--- config.mk ---
export PLATFORM = sky130hd
export DESIGN_NAME = exu_lsu
export DESIGN_NICKNAME = d
export VERILOG_FILES = /design/src/rtl/exu_lsu_pkg.sv /design/src/rtl/exu_lsu_wdat_align.sv /design/src/rtl/exu_lsu.sv
export SDC_FILE = /design/constraint.sdc
export NUM_CORES = 1
export LEC_CHECK = 0
export BUFFER_PORTS_ARGS = -buffer_cell sky130_fd_sc_hd__buf_2
export CAP_MARGIN = 15
export CELL_PAD_IN_SITES_DETAIL_PLACEMENT = 0
export CELL_PAD_IN_SITES_GLOBAL_PLACEMENT = 1
export CORE_ASPECT_RATIO = 0.5
export CORE_MARGIN = 5
export CORE_UTILIZATION = 38
export DETAILED_ROUTE_END_ITERATION = 10
export PLACE_DENSITY_LB_ADDON = 0.1
export SLEW_MARGIN = 10
export SYNTH_ARGS = -nofsm -noshare
export SYNTH_HDL_FRONTEND = slang
export SYNTH_SLANG_ARGS = --single-unit
--- constraint.sdc ---
create_clock -name clk -period 5.62 [get_ports clk]
set_input_delay 0.562 -clock clk [delete_from_list [all_inputs] [get_ports clk]]
set_output_delay 0.562 -clock clk [all_outputs]
set_load 0.01 [all_outputs]
--- src/rtl/exu_lsu_pkg.sv ---
// ============================================================================
// Module : exu_lsu_pkg
// Shared types for the load/store unit: FSM states, latched command record,
// write-enable lane patterns.
// Rev    : 1.0  initial release
// ============================================================================
`default_nettype none

package exu_lsu_pkg;

  typedef enum logic [1:0] {
    LSU_IDLE = 2'b00,
    LSU_CMD  = 2'b01,
    LSU_RSP  = 2'b10,
    LSU_DONE = 2'b11
  } lsu_state_e;

  typedef struct packed {
    logic [31:0] adr;
    logic        read;
    logic [31:0] wdat;
    logic [3:0]  wmask;
  } lsu_cmd_t;

  localparam logic [3:0] LSU_WEN_WORD = 4'b1111;
  localparam logic [3:0] LSU_WEN_HLO  = 4'b0011;
  localparam logic [3:0] LSU_WEN_HHI  = 4'b1100;

  function automatic logic [31:0] lsu_word_adr(input logic [31:0] adr);
    return {adr[31:2], 2'b00};
  endfunction

endpackage

`default_nettype wire

--- src/rtl/exu_lsu_wdat_align.sv ---
// ============================================================================
// Module : exu_lsu_wdat_align
// Combinational store-lane replication and read-priority byte mask.
// Rev    : 1.0  initial release
// ============================================================================
`default_nettype none

module exu_lsu_wdat_align
  import exu_lsu_pkg::*;
(
  input  logic [3:0]  wen_i,
  input  logic        ren_i,
  input  logic [31:0] wdat_i,
  output logic [31:0] wdat_o,
  output logic [3:0]  wmask_o,
  output logic        access_o
);

  always_comb begin
    wdat_o = wdat_i;
    case (wen_i)
      LSU_WEN_WORD:                        wdat_o = wdat_i;
      LSU_WEN_HLO, LSU_WEN_HHI:            wdat_o = {2{wdat_i[15:0]}};
      4'b0001, 4'b0010, 4'b0100, 4'b1000:  wdat_o = {4{wdat_i[7:0]}};
      default:                             wdat_o = wdat_i;
    endcase
  end

  // A load that also carries write-enables is issued as a pure read.
  assign wmask_o  = ren_i ? 4'b0000 : wen_i;
  assign access_o = ren_i | (|wen_i);

endmodule

`default_nettype wire

--- src/rtl/exu_lsu.sv ---
// ============================================================================
// Module : exu_lsu
// Single-outstanding load/store bus FSM (IDLE/CMD/RSP/DONE).
// Optional response timeout enabled by macro CIRNO_LSU_TIMEOUT_EN.
// Rev    : 1.0  initial release
// ============================================================================
`default_nettype none

module exu_lsu
  import exu_lsu_pkg::*;
#(
  parameter int TIMEOUT_CYC = 255
) (
  input  logic        clk,
  input  logic        rst,
  input  logic        hs_ag4ls_val,
  output logic        hs_ls4ag_rdy,
  input  logic [31:0] i_ls_adr,
  input  logic [31:0] i_ls_wdat,
  input  logic [3:0]  i_ls_wen,
  input  logic        i_ls_ren,
  output logic [31:0] o_ls_rdat,
  output logic        o_ls_err,
  output logic        o_bus_cmd_val,
  input  logic        i_bus_cmd_rdy,
  output logic [31:0] o_bus_cmd_adr,
  output logic        o_bus_cmd_read,
  output logic [31:0] o_bus_cmd_wdat,
  output logic [3:0]  o_bus_cmd_wmask,
  input  logic        i_bus_rsp_val,
  output logic        o_bus_rsp_rdy,
  input  logic [31:0] i_bus_rsp_rdat,
  input  logic        i_bus_rsp_err
);

  logic [31:0] w_wdat;
  logic [3:0]  w_wmask;
  logic        w_access;
  logic        w_req;
  logic        w_timeout;
  lsu_cmd_t    w_cmd_in;

  lsu_state_e  state_q, state_d;
  lsu_cmd_t    cmd_q,   cmd_d;
  logic [31:0] rdat_q,  rdat_d;
  logic        err_q,   err_d;

  exu_lsu_wdat_align u_align (
    .wen_i    (i_ls_wen),
    .ren_i    (i_ls_ren),
    .wdat_i   (i_ls_wdat),
    .wdat_o   (w_wdat),
    .wmask_o  (w_wmask),
    .access_o (w_access)
  );

  assign w_req    = hs_ag4ls_val & w_access;
  assign w_cmd_in = '{adr:   lsu_word_adr(i_ls_adr),
                      read:  i_ls_ren,
                      wdat:  w_wdat,
                      wmask: w_wmask};

`ifdef CIRNO_LSU_TIMEOUT_EN
  localparam int CNT_W = $clog2(TIMEOUT_CYC + 1);
  logic [CNT_W-1:0] cnt_q, cnt_d;

  // Held at zero outside RSP, so it starts from zero on every RSP entry.
  assign cnt_d     = (state_q == LSU_RSP) ? cnt_q + 1'b1 : '0;
  assign w_timeout = (state_q == LSU_RSP) && (cnt_q == CNT_W'(TIMEOUT_CYC));

  always_ff @(posedge clk or posedge rst) begin
    if (rst) cnt_q <= '0;
    else     cnt_q <= cnt_d;
  end
`else
  logic unused_timeout_cfg;
  assign unused_timeout_cfg = (TIMEOUT_CYC != 0);
  assign w_timeout          = 1'b0;
`endif

  always_comb begin
    state_d = state_q;
    cmd_d   = cmd_q;
    rdat_d  = rdat_q;
    err_d   = err_q;
    case (state_q)
      LSU_IDLE: begin
        if (w_req) begin
          cmd_d   = w_cmd_in;
          state_d = i_bus_cmd_rdy ? LSU_RSP : LSU_CMD;
        end
      end
      LSU_CMD: begin
        if (i_bus_cmd_rdy) state_d = LSU_RSP;
      end
      LSU_RSP: begin
        // A response in the timeout cycle still wins.
        if (i_bus_rsp_val) begin
          rdat_d  = cmd_q.read ? i_bus_rsp_rdat : 32'h0;
          err_d   = i_bus_rsp_err;
          state_d = LSU_DONE;
        end else if (w_timeout) begin
          rdat_d  = 32'h0;
          err_d   = 1'b1;
          state_d = LSU_DONE;
        end
      end
      LSU_DONE: begin
        rdat_d  = 32'h0;
        err_d   = 1'b0;
        cmd_d   = '0;
        state_d = LSU_IDLE;
      end
      default: state_d = LSU_IDLE;
    endcase
  end

  always_ff @(posedge clk or posedge rst) begin
    if (rst) begin
      state_q <= LSU_IDLE;
      cmd_q   <= '0;
      rdat_q  <= 32'h0;
      err_q   <= 1'b0;
    end else begin
      state_q <= state_d;
      cmd_q   <= cmd_d;
      rdat_q  <= rdat_d;
      err_q   <= err_d;
    end
  end

  always_comb begin
    hs_ls4ag_rdy    = 1'b0;
    o_ls_rdat       = 32'h0;
    o_ls_err        = 1'b0;
    o_bus_cmd_val   = 1'b0;
    o_bus_cmd_adr   = 32'h0;
    o_bus_cmd_read  = 1'b0;
    o_bus_cmd_wdat  = 32'h0;
    o_bus_cmd_wmask = 4'h0;
    o_bus_rsp_rdy   = 1'b1;
    case (state_q)
      LSU_IDLE: begin
        hs_ls4ag_rdy  = ~w_req;
        o_bus_cmd_val = w_req;
        if (w_req) begin
          o_bus_cmd_adr   = w_cmd_in.adr;
          o_bus_cmd_read  = w_cmd_in.read;
          o_bus_cmd_wdat  = w_cmd_in.wdat;
          o_bus_cmd_wmask = w_cmd_in.wmask;
        end
      end
      LSU_CMD: begin
        o_bus_cmd_val   = 1'b1;
        o_bus_cmd_adr   = cmd_q.adr;
        o_bus_cmd_read  = cmd_q.read;
        o_bus_cmd_wdat  = cmd_q.wdat;
        o_bus_cmd_wmask = cmd_q.wmask;
      end
      LSU_RSP: begin
      end
      LSU_DONE: begin
        hs_ls4ag_rdy  = 1'b1;
        o_ls_rdat     = rdat_q;
        o_ls_err      = err_q;
        o_bus_rsp_rdy = 1'b0;
      end
      default: begin
      end
    endcase
  end

endmodule

`default_nettype wire

## Word-level counts from Yosys, hierarchy flattened

Index checks and enable logic that the tools add are counted.

- Flip-flop bits (word level): 104
- Output and inout bits: 105
- Word-level logic and storage cells: 58

- Equal/unequal tests: 12
- Mux-type cells: 27
- Bitwise gates (word level): 3
- Reduce and logical (&&, ||, !) cells: 9

Operator list:

| operator | number |
|---|---|
| one-hot mux 32 bit (2 select lines) | 4 |
| two-way mux 32 bit | 5 |
| one-hot mux 69 bit (2 select lines) | 1 |
| two-way mux 69 bit | 1 |
| == test 4 x 2 -> 1 bit (second input constant) | 2 |
| == test 4 bit (second input constant) | 2 |
| two-way mux 2 bit | 4 |
| two-way mux 4 bit | 2 |
| one-hot mux 1 bit (2 select lines) | 4 |
| one-hot mux 2 bit (4 select lines) | 1 |
| one-hot mux 4 bit (2 select lines) | 1 |
| OR reduction 4 bit | 2 |
| inequality test 2 bit (second input constant) | 3 |
| == test 2 bit (second input constant) | 2 |
| == test 4 x 1 -> 1 bit (second input constant) | 1 |
| == test 4 x 3 -> 1 bit (second input constant) | 1 |
| two-way mux 1 bit | 4 |
| AND reduction 2 bit | 2 |
| nonzero test 2 bit | 2 |
| AND reduction 3 bit | 1 |
| == test 2 x 1 -> 1 bit (second input constant) | 1 |
| zero test 2 bit | 1 |
| OR reduction 2 bit | 1 |
| bitwise AND 1 bit | 1 |
| other kinds (2) | 2 |

## Longest topological paths before layout

Gate-level depths: netlist of the first run.

- Word-level depth: 5
- Depth in mapped cells: 9
- Gate-level depth less buffers: 6

## Cells and area by module

A second synthesis of the first run with hierarchy kept.

- Cell total of the unflattened synthesis: 664
- Area total of the unflattened synthesis: 6182.2 um^2

Modules (own cells, without submodules):

| module | times used | cells each | area an instance (um^2) |
|---|---|---|---|
| exu_lsu | 1 | 546 | 5193.7 |
| exu_lsu_wdat_align | 1 | 118 | 988.4 |

## Worst setup path before layout of the first run

No wires, ideal clock.

- Path kind: in2out
- Start point: input i_ls_wen[1]
- End point: output o_bus_cmd_wdat[24]
- Data arrival time: 1.892 ns
- Slack: 3.166 ns
- Stages on the path: 5
- Path buffers: 1
- Cells stage by stage: buf_4 nor4b_1 a221o_2 a221oi_1 o21ai_0

- Cells in the longest elaborated chain, start to end: 5
- Elaborated cells between the ends (all ways): 14
- Those cells by class: eq/ne (6); mux (3); bitwise (2); reduce/logical (3)

Ends and longest elaborated chain:

| item | line | RTL |
|---|---|---|
| start: declaration | exu_lsu.sv:20 | `input logic [3:0] i_ls_wen,` |
| == test 4 x 1 -> 1 bit, or another cell as far along | exu_lsu_wdat_align.sv:21 | `case (wen_i)` |
| OR reduction 4 bit, or another cell as far along | exu_lsu_wdat_align.sv:21 |  |
| one-hot mux 32 bit (2 select lines) or bitwise AND 1 bit (tied branches) | exu_lsu_wdat_align.sv:21, exu_lsu.sv:57 |  |
| two-way mux 32 bit * | exu_lsu.sv:146 | `if (w_req) begin` |
| one-hot mux 32 bit (2 select lines) * | exu_lsu.sv:142 | `case (state_q)` |
| end: declaration | exu_lsu.sv:28 | `output logic [31:0] o_bus_cmd_wdat,` |

Mark *: on every way between the ends. The rest lies on a longest branch, timed or not.

## Final worst setup path of the first run

- Start point: register state_q[0]
- End point: output o_bus_cmd_wdat[4]

- Cells in the longest elaborated chain, start to end: 2
- Elaborated cells between the ends (all ways): 3
- Those cells by class: eq/ne (1); mux (1); reduce/logical (1)

Ends and longest elaborated chain:

| item | line | RTL |
|---|---|---|
| start: declaration | exu_lsu.sv:43 | `lsu_state_e state_q, state_d;` |
| start signal: assignment | exu_lsu.sv:125 | `state_q <= state_d;` |
| == test 2 x 1 -> 1 bit or zero test 2 bit (tied branches) | exu_lsu.sv:142 |  |
| one-hot mux 32 bit (2 select lines) * | exu_lsu.sv:142 |  |

Marks and branches as above.

==> results.toml, run 1 <==
[synthesis]
yosysSeqAreaShare_pct = 45.8
async_reset_ff_share_pct = 100
synthTopCellsByArea = "dfrtp_1, nand2_1, a22o_1"
ys_seq_elements = 102
synth.distinct_cells = 42
syn_inst = 654
netlist_area_um2 = 5580
synth_flop_cell = "dfrtp_1"
syn_area_per_cell_um2 = 8.53
yosysWarnings = 0
yosysTopAreaCell = "dfrtp_1"
synth_edf_count = 0
synth.top_cell.area_share_pct = 45.8

[sta]
max-slew-margin-rel_pct = 28.9
grt_setup_unrepaired = "no"
max_freq_mhz = 307
period_share_pct = 57.9
tightest_slew_ns = 1.06
hold_viol = 0
slew_viol_final = 0
layout_min_cycle_time_ns = 3.25
fin_tns_setup_ns = 0
setup_violations = 0
finalClockSkew_ns = 0.0114

[finish]
n_antenna_cell = 0
area_growth_pct = 25.0
fill_cells = 1492
layout.cells.non_filler = 1026
drive_gt1_share_pct = 29.6
final_cell_mix = "buf_2, nand2_1, dfrtp_1"
final_common_cell = "buf_2"
nNetsFinal = 934
fin_area_um2 = 6980

[outcome]
status = "finished, final reports clean"

[setup_path]
cpPeakStageDelay_ns = 0.86
timing.reg2reg.setup_slack_ns = 2.77
path_delay_family = "simple AND/OR/NAND/NOR gates"
critPathLaunchType = "flip-flop"
worstReg2RegStart = "state_q[0]"
crit_fanout = 39
criticalPathCategory = "flip-flop to output pin"
critPathMostFrequentCell = "inv_1"
end_kind = "output pin"
critPathRequiredTime_ns = 5.06
critical_path.cell_chain = "inv_1 -> ha_1 -> inv_1 -> nor2_4 -> a22o_1 -> buf_2"
cp_num_buf_inv = 3
r2r-end = "cmd_q[45]"
reg2reg_depth = 6
critical_path_depth = 6
crit_arrival_ns = 2.69
slowest_stage = "nor2_4"

[cts]
clock_path_buffers = 2
clk_latency_ns = 0.34
htree_levels = 3
ctsResizeCount = 0
root_buffer = "clkbuf_16"
clock-sinks = 102
clk_pin_slew_worst_paths_ns = 0.07
postCtsSetupBuffers = 0
numCtsBuffers = 9
postCtsHoldBufs = 0
cts_tree = "built"

[floorplan]
placementRows = 31
die_h_um = 95.7
core_area_um2 = 14400
start_util_pct = 38.7
die-area_um2 = 17400
dieWidth_um = 181
io-pin-count = 212

[power]
p_per_area_nw_per_um2 = 501
p_leak_nw = 3.59
total_power_mw = 3.49
vdd_ir_drop_max_uv = 482

[global_routing]
grt_start_max_net_pins = 112
grt_use_total_pct = 19.8
antenna_found_initial = 2
grt_overflow = 0
grt_pass1_vias = 5233
grt_pass1_wl_um = 27600

[place]
place_congestion = 0.807
port_buffers = 207
dp.cells = 1010
dpl_cell_area_um2 = 6690
dp_hpwl_um = 11600

[route]
dr.pass1.iters = 5
wirelength_um = 17200
antenna_left = 0
num_vias = 5224
drt_iter0_drc = 287
routedWlPerCell_um = 16.8
drc_errors = 0
via_per_inst = 5.09

[hold_path]
min_path_type = "input port to asynchronous set/reset pin"

[flow_run]
maxCapViolCount = 0
-- layer usage --
| layer | share of wire [%] | up-vias | global-route usage, % | wire length [um] |
|---|---|---|---|---|
| li1 | - | 2574 | - | - |
| met1 | 45 | 2453 | 25.1 | 7760 |
| met2 | 44 | 172 | 31.7 | 7550 |
| met3 | 9.5 | 21 | 8.35 | 1640 |
| met4 | 1.5 | 4 | 4.87 | 261 |
| met5 | 0.12 | - | 0 | 21 |
-- power by group --
part           internal [mW]  switching [mW]  total [mW]  leakage [nW]
Combinational          0.589            1.15        1.74          2.13
Clock                  0.308           0.302       0.610         0.142
Sequential              1.02           0.129        1.15          1.32
-- final cells by class --
class,count,area [um2],area share [%]
well taps,198,248,3.55
repair buffers,215,1100,15.7
clock buffers,9,225,3.23
multi-input cells,486,2760,39.6
inverters,9,36.3,0.520
flip-flops and latches,102,2550,36.6
clock inverters,7,56.3,0.807
-- cell families after synthesis --
kind of cell / count (synthesis) / share of synthesized area (%)
AOI/OAI and AO/OA: 203 / 24.2
xor gates and xnor gates: 3 / 0.606
adders and majority gates: 4 / 0.897
buffers and inverters: 67 / 5.47
DFF: 102 / 45.8
muxes: 20 / 3.59
other: 1 / 0.0672
and+or+nand+nor: 254 / 19.4
-- worst max-delay path by stage --
stage / from / endpoint
global placement: i_ls_wen[1] / o_bus_cmd_wdat[24]
finish: state_q[0] / o_bus_cmd_wdat[4]
floorplan: rst / cmd_q[0]
detailed placement: i_ls_wen[1] / o_bus_cmd_wdat[24]
global route: state_q[0] / o_bus_cmd_wdat[4]
CTS: state_q[0] / o_bus_cmd_wdat[4]
-- metrics by stage --
step | hold WS [ns] | setup slack [ns] | util [%]
after global routing | 0.302 | 2.12 | 48.3
after CTS | 0.271 | 2.34 | 48.3
after detailed placement | 0.462 | 2.55 | 46.4
after floorplan | 0.442 | 2.38 | -
final | 0.273 | 2.37 | 48.3
after global placement | 0.453 | 2.54 | 46.4
-- synth_stat cells, types with 4 or more instances --
| master | count |
|---|---|
| inv_1 | 9 |
| a221oi_1 | 8 |
| and2_1 | 34 |
| dfrtp_1 | 102 |
| ha_1 | 4 |
| buf_2 | 18 |
| a22o_1 | 58 |
| nand2_1 | 201 |
| o21ai_0 | 101 |
| nor2_1 | 6 |
| o21ai_1 | 23 |
| mux2i_1 | 20 |
| clkbuf_1 | 32 |
| buf_4 | 4 |
-- sequential cells by signal, indices dropped and copies added (netlist names) --
name     flops
state_q      2
cmd_q       67
rdat_q      32
err_q        1
No activity file was read; power rests on OpenSTA's default activity.
==> inputs of run 2 (changes only) <==
CORE_UTILIZATION = 32   (was 38)
clock period = 2.9 ns   (was 5.62 ns; I/O delays follow)
==> run 2 against run 1 <==
  * Global-route usage fell by 2.3 points
  * Wire length rose by 4.6%
  * Critical path depth rose by 1
  * Die area rose by 17%
  * Largest cell class unchanged
  * Critical endpoint is now o_bus_cmd_wdat[8]
  * Largest power group unchanged
  * Worst hold slack got worse by 0.24 ns
  * Critical path type unchanged
==> results.toml, run 2 (synthesis gave the netlist of run 1 again) <==
[sta]
fin_tns_setup_ns = 0
setup_violations = 0
period_share_pct = 91.7
hold_viol = 0
slew_viol_final = 0
max_freq_mhz = 376
tightest_slew_ns = 0.629
max-slew-margin-rel_pct = 57.4
finalClockSkew_ns = 0.00555
grt_setup_unrepaired = "no"
layout_min_cycle_time_ns = 2.66

[floorplan]
die_h_um = 103
core_area_um2 = 17200
dieWidth_um = 197
start_util_pct = 32.4
io-pin-count = 212
placementRows = 34
die-area_um2 = 20300

[finish]
drive_gt1_share_pct = 30.1
reg.largest.list = "cmd_q: 67 flops, rdat_q: 32 flops, state_q: 2 flops"
largest_reg_flops = 67
regMostFlops = "cmd_q"
n_antenna_cell = 0
layout.cells.non_filler = 1069
fill_cells = 1828
final_cell_mix = "buf_2, nand2_1, dfrtp_1"
area_growth_pct = 27.9
final_common_cell = "buf_2"
nNetsFinal = 941
fin_area_um2 = 7130

[cts]
postCtsHoldBufs = 0
cts_tree = "built"
clock_path_buffers = 2
htree_levels = 3
clk_latency_ns = 0.35
clock-sinks = 102
clk_pin_slew_worst_paths_ns = 0.07
root_buffer = "clkbuf_16"
numCtsBuffers = 9

[global_routing]
grt_overflow = 0
antenna_found_initial = 4
grt_use_total_pct = 17.5
grt_start_max_net_pins = 103
grt_pass1_vias = 5006
grt_pass1_wl_um = 28300

[setup_path]
critPathLaunchType = "flip-flop"
end_kind = "output pin"
crit_fanout = 15
r2r-end = "cmd_q[35]"
timing.reg2reg.setup_slack_ns = 0.52
worstReg2RegStart = "state_q[0]"
criticalPathCategory = "flip-flop to output pin"
crit_arrival_ns = 2.37
reg2reg_depth = 7
critPathRequiredTime_ns = 2.61

[place]
dp_hpwl_um = 12500
dpl_cell_area_um2 = 6840
dp.cells = 1053
place_congestion = 0.768
port_buffers = 207

[flow_run]
maxCapViolCount = 0

[route]
routedWlPerCell_um = 16.9
num_vias = 5201
via_per_inst = 4.87
wirelength_um = 18000
antenna_left = 0
drt_iter0_drc = 338
drc_errors = 0
dr.pass1.iters = 4

[hold_path]
min_path_type = "input port to asynchronous set/reset pin"

[power]
p_leak_nw = 3.64
p_per_area_nw_per_um2 = 976
vdd_ir_drop_max_uv = 517

[outcome]
status = "finished, final reports clean"
## run 2: through the flow
stage               worst slack (ns)  utilization, %  hold WS (ns)  total power, mW
global route                  0.0796            41.4         0.144             7.61
global placement               0.501            39.7         0.453             5.83
finish                         0.240            41.4        0.0338             6.96
CTS                            0.100            41.4         0.132             7.10
floorplan                      0.933               -         0.417             4.62
detailed placement             0.496            39.7         0.462             5.88
## run 2: layout make-up
| type | count | area (um2) | share of cell area, % |
|---|---|---|---|
| clock inverter | 3 | 17.5 | 0.246 |
| inverter | 9 | 37.5 | 0.526 |
| clock buffer | 13 | 270 | 3.79 |
| sequential | 102 | 2550 | 35.8 |
| tap | 234 | 293 | 4.10 |
| timing repair buffer | 222 | 1200 | 16.8 |
| multi-input combinational | 486 | 2760 | 38.7 |
## run 2: what timing repair did
action                     CTS  global route
resized for setup            0             1
setup endpoints to repair    0             5
buffers inserted             0             0
## run 2: metal layers
metal | vias to the layer above | share of wire, % | track usage, %
met5 | - | 0.23 | 0
met4 | 8 | 1.0 | 3.41
met3 | 22 | 9.3 | 6.89
met2 | 164 | 43 | 27.0
met1 | 2420 | 46 | 23.7
li1 | 2587 | - | -
## run 2: worst max-delay path, cell delays in order, from the launching register on
cell and delay (ns):
dfrtp_1 0.41, inv_1 0.11, ha_1 0.33, inv_1 0.21, or2_4 0.38, buf_4 0.20, o21ai_1 0.20, buf_2 0.17
## run 2: worst max path at each step
stage	startpoint	end	slack (ns)	cells past startpoint
floorplan	state_q[0]	cmd_q[10]	0.93	8
detailed placement	state_q[0]	o_bus_cmd_wdat[8]	0.50	7
finish	state_q[0]	o_bus_cmd_wdat[8]	0.24	7
global placement	state_q[0]	o_bus_cmd_wdat[8]	0.50	7
global route	state_q[0]	o_bus_cmd_adr[6]	0.08	7
CTS	state_q[0]	o_bus_cmd_wdat[8]	0.10	7
## run 2: report_power, final
group | internal [mW] | leakage, nW | switching (mW)
clock network | 0.652 | 0.142 | 0.548
logic | 1.27 | 2.18 | 2.27
registers | 1.97 | 1.32 | 0.250
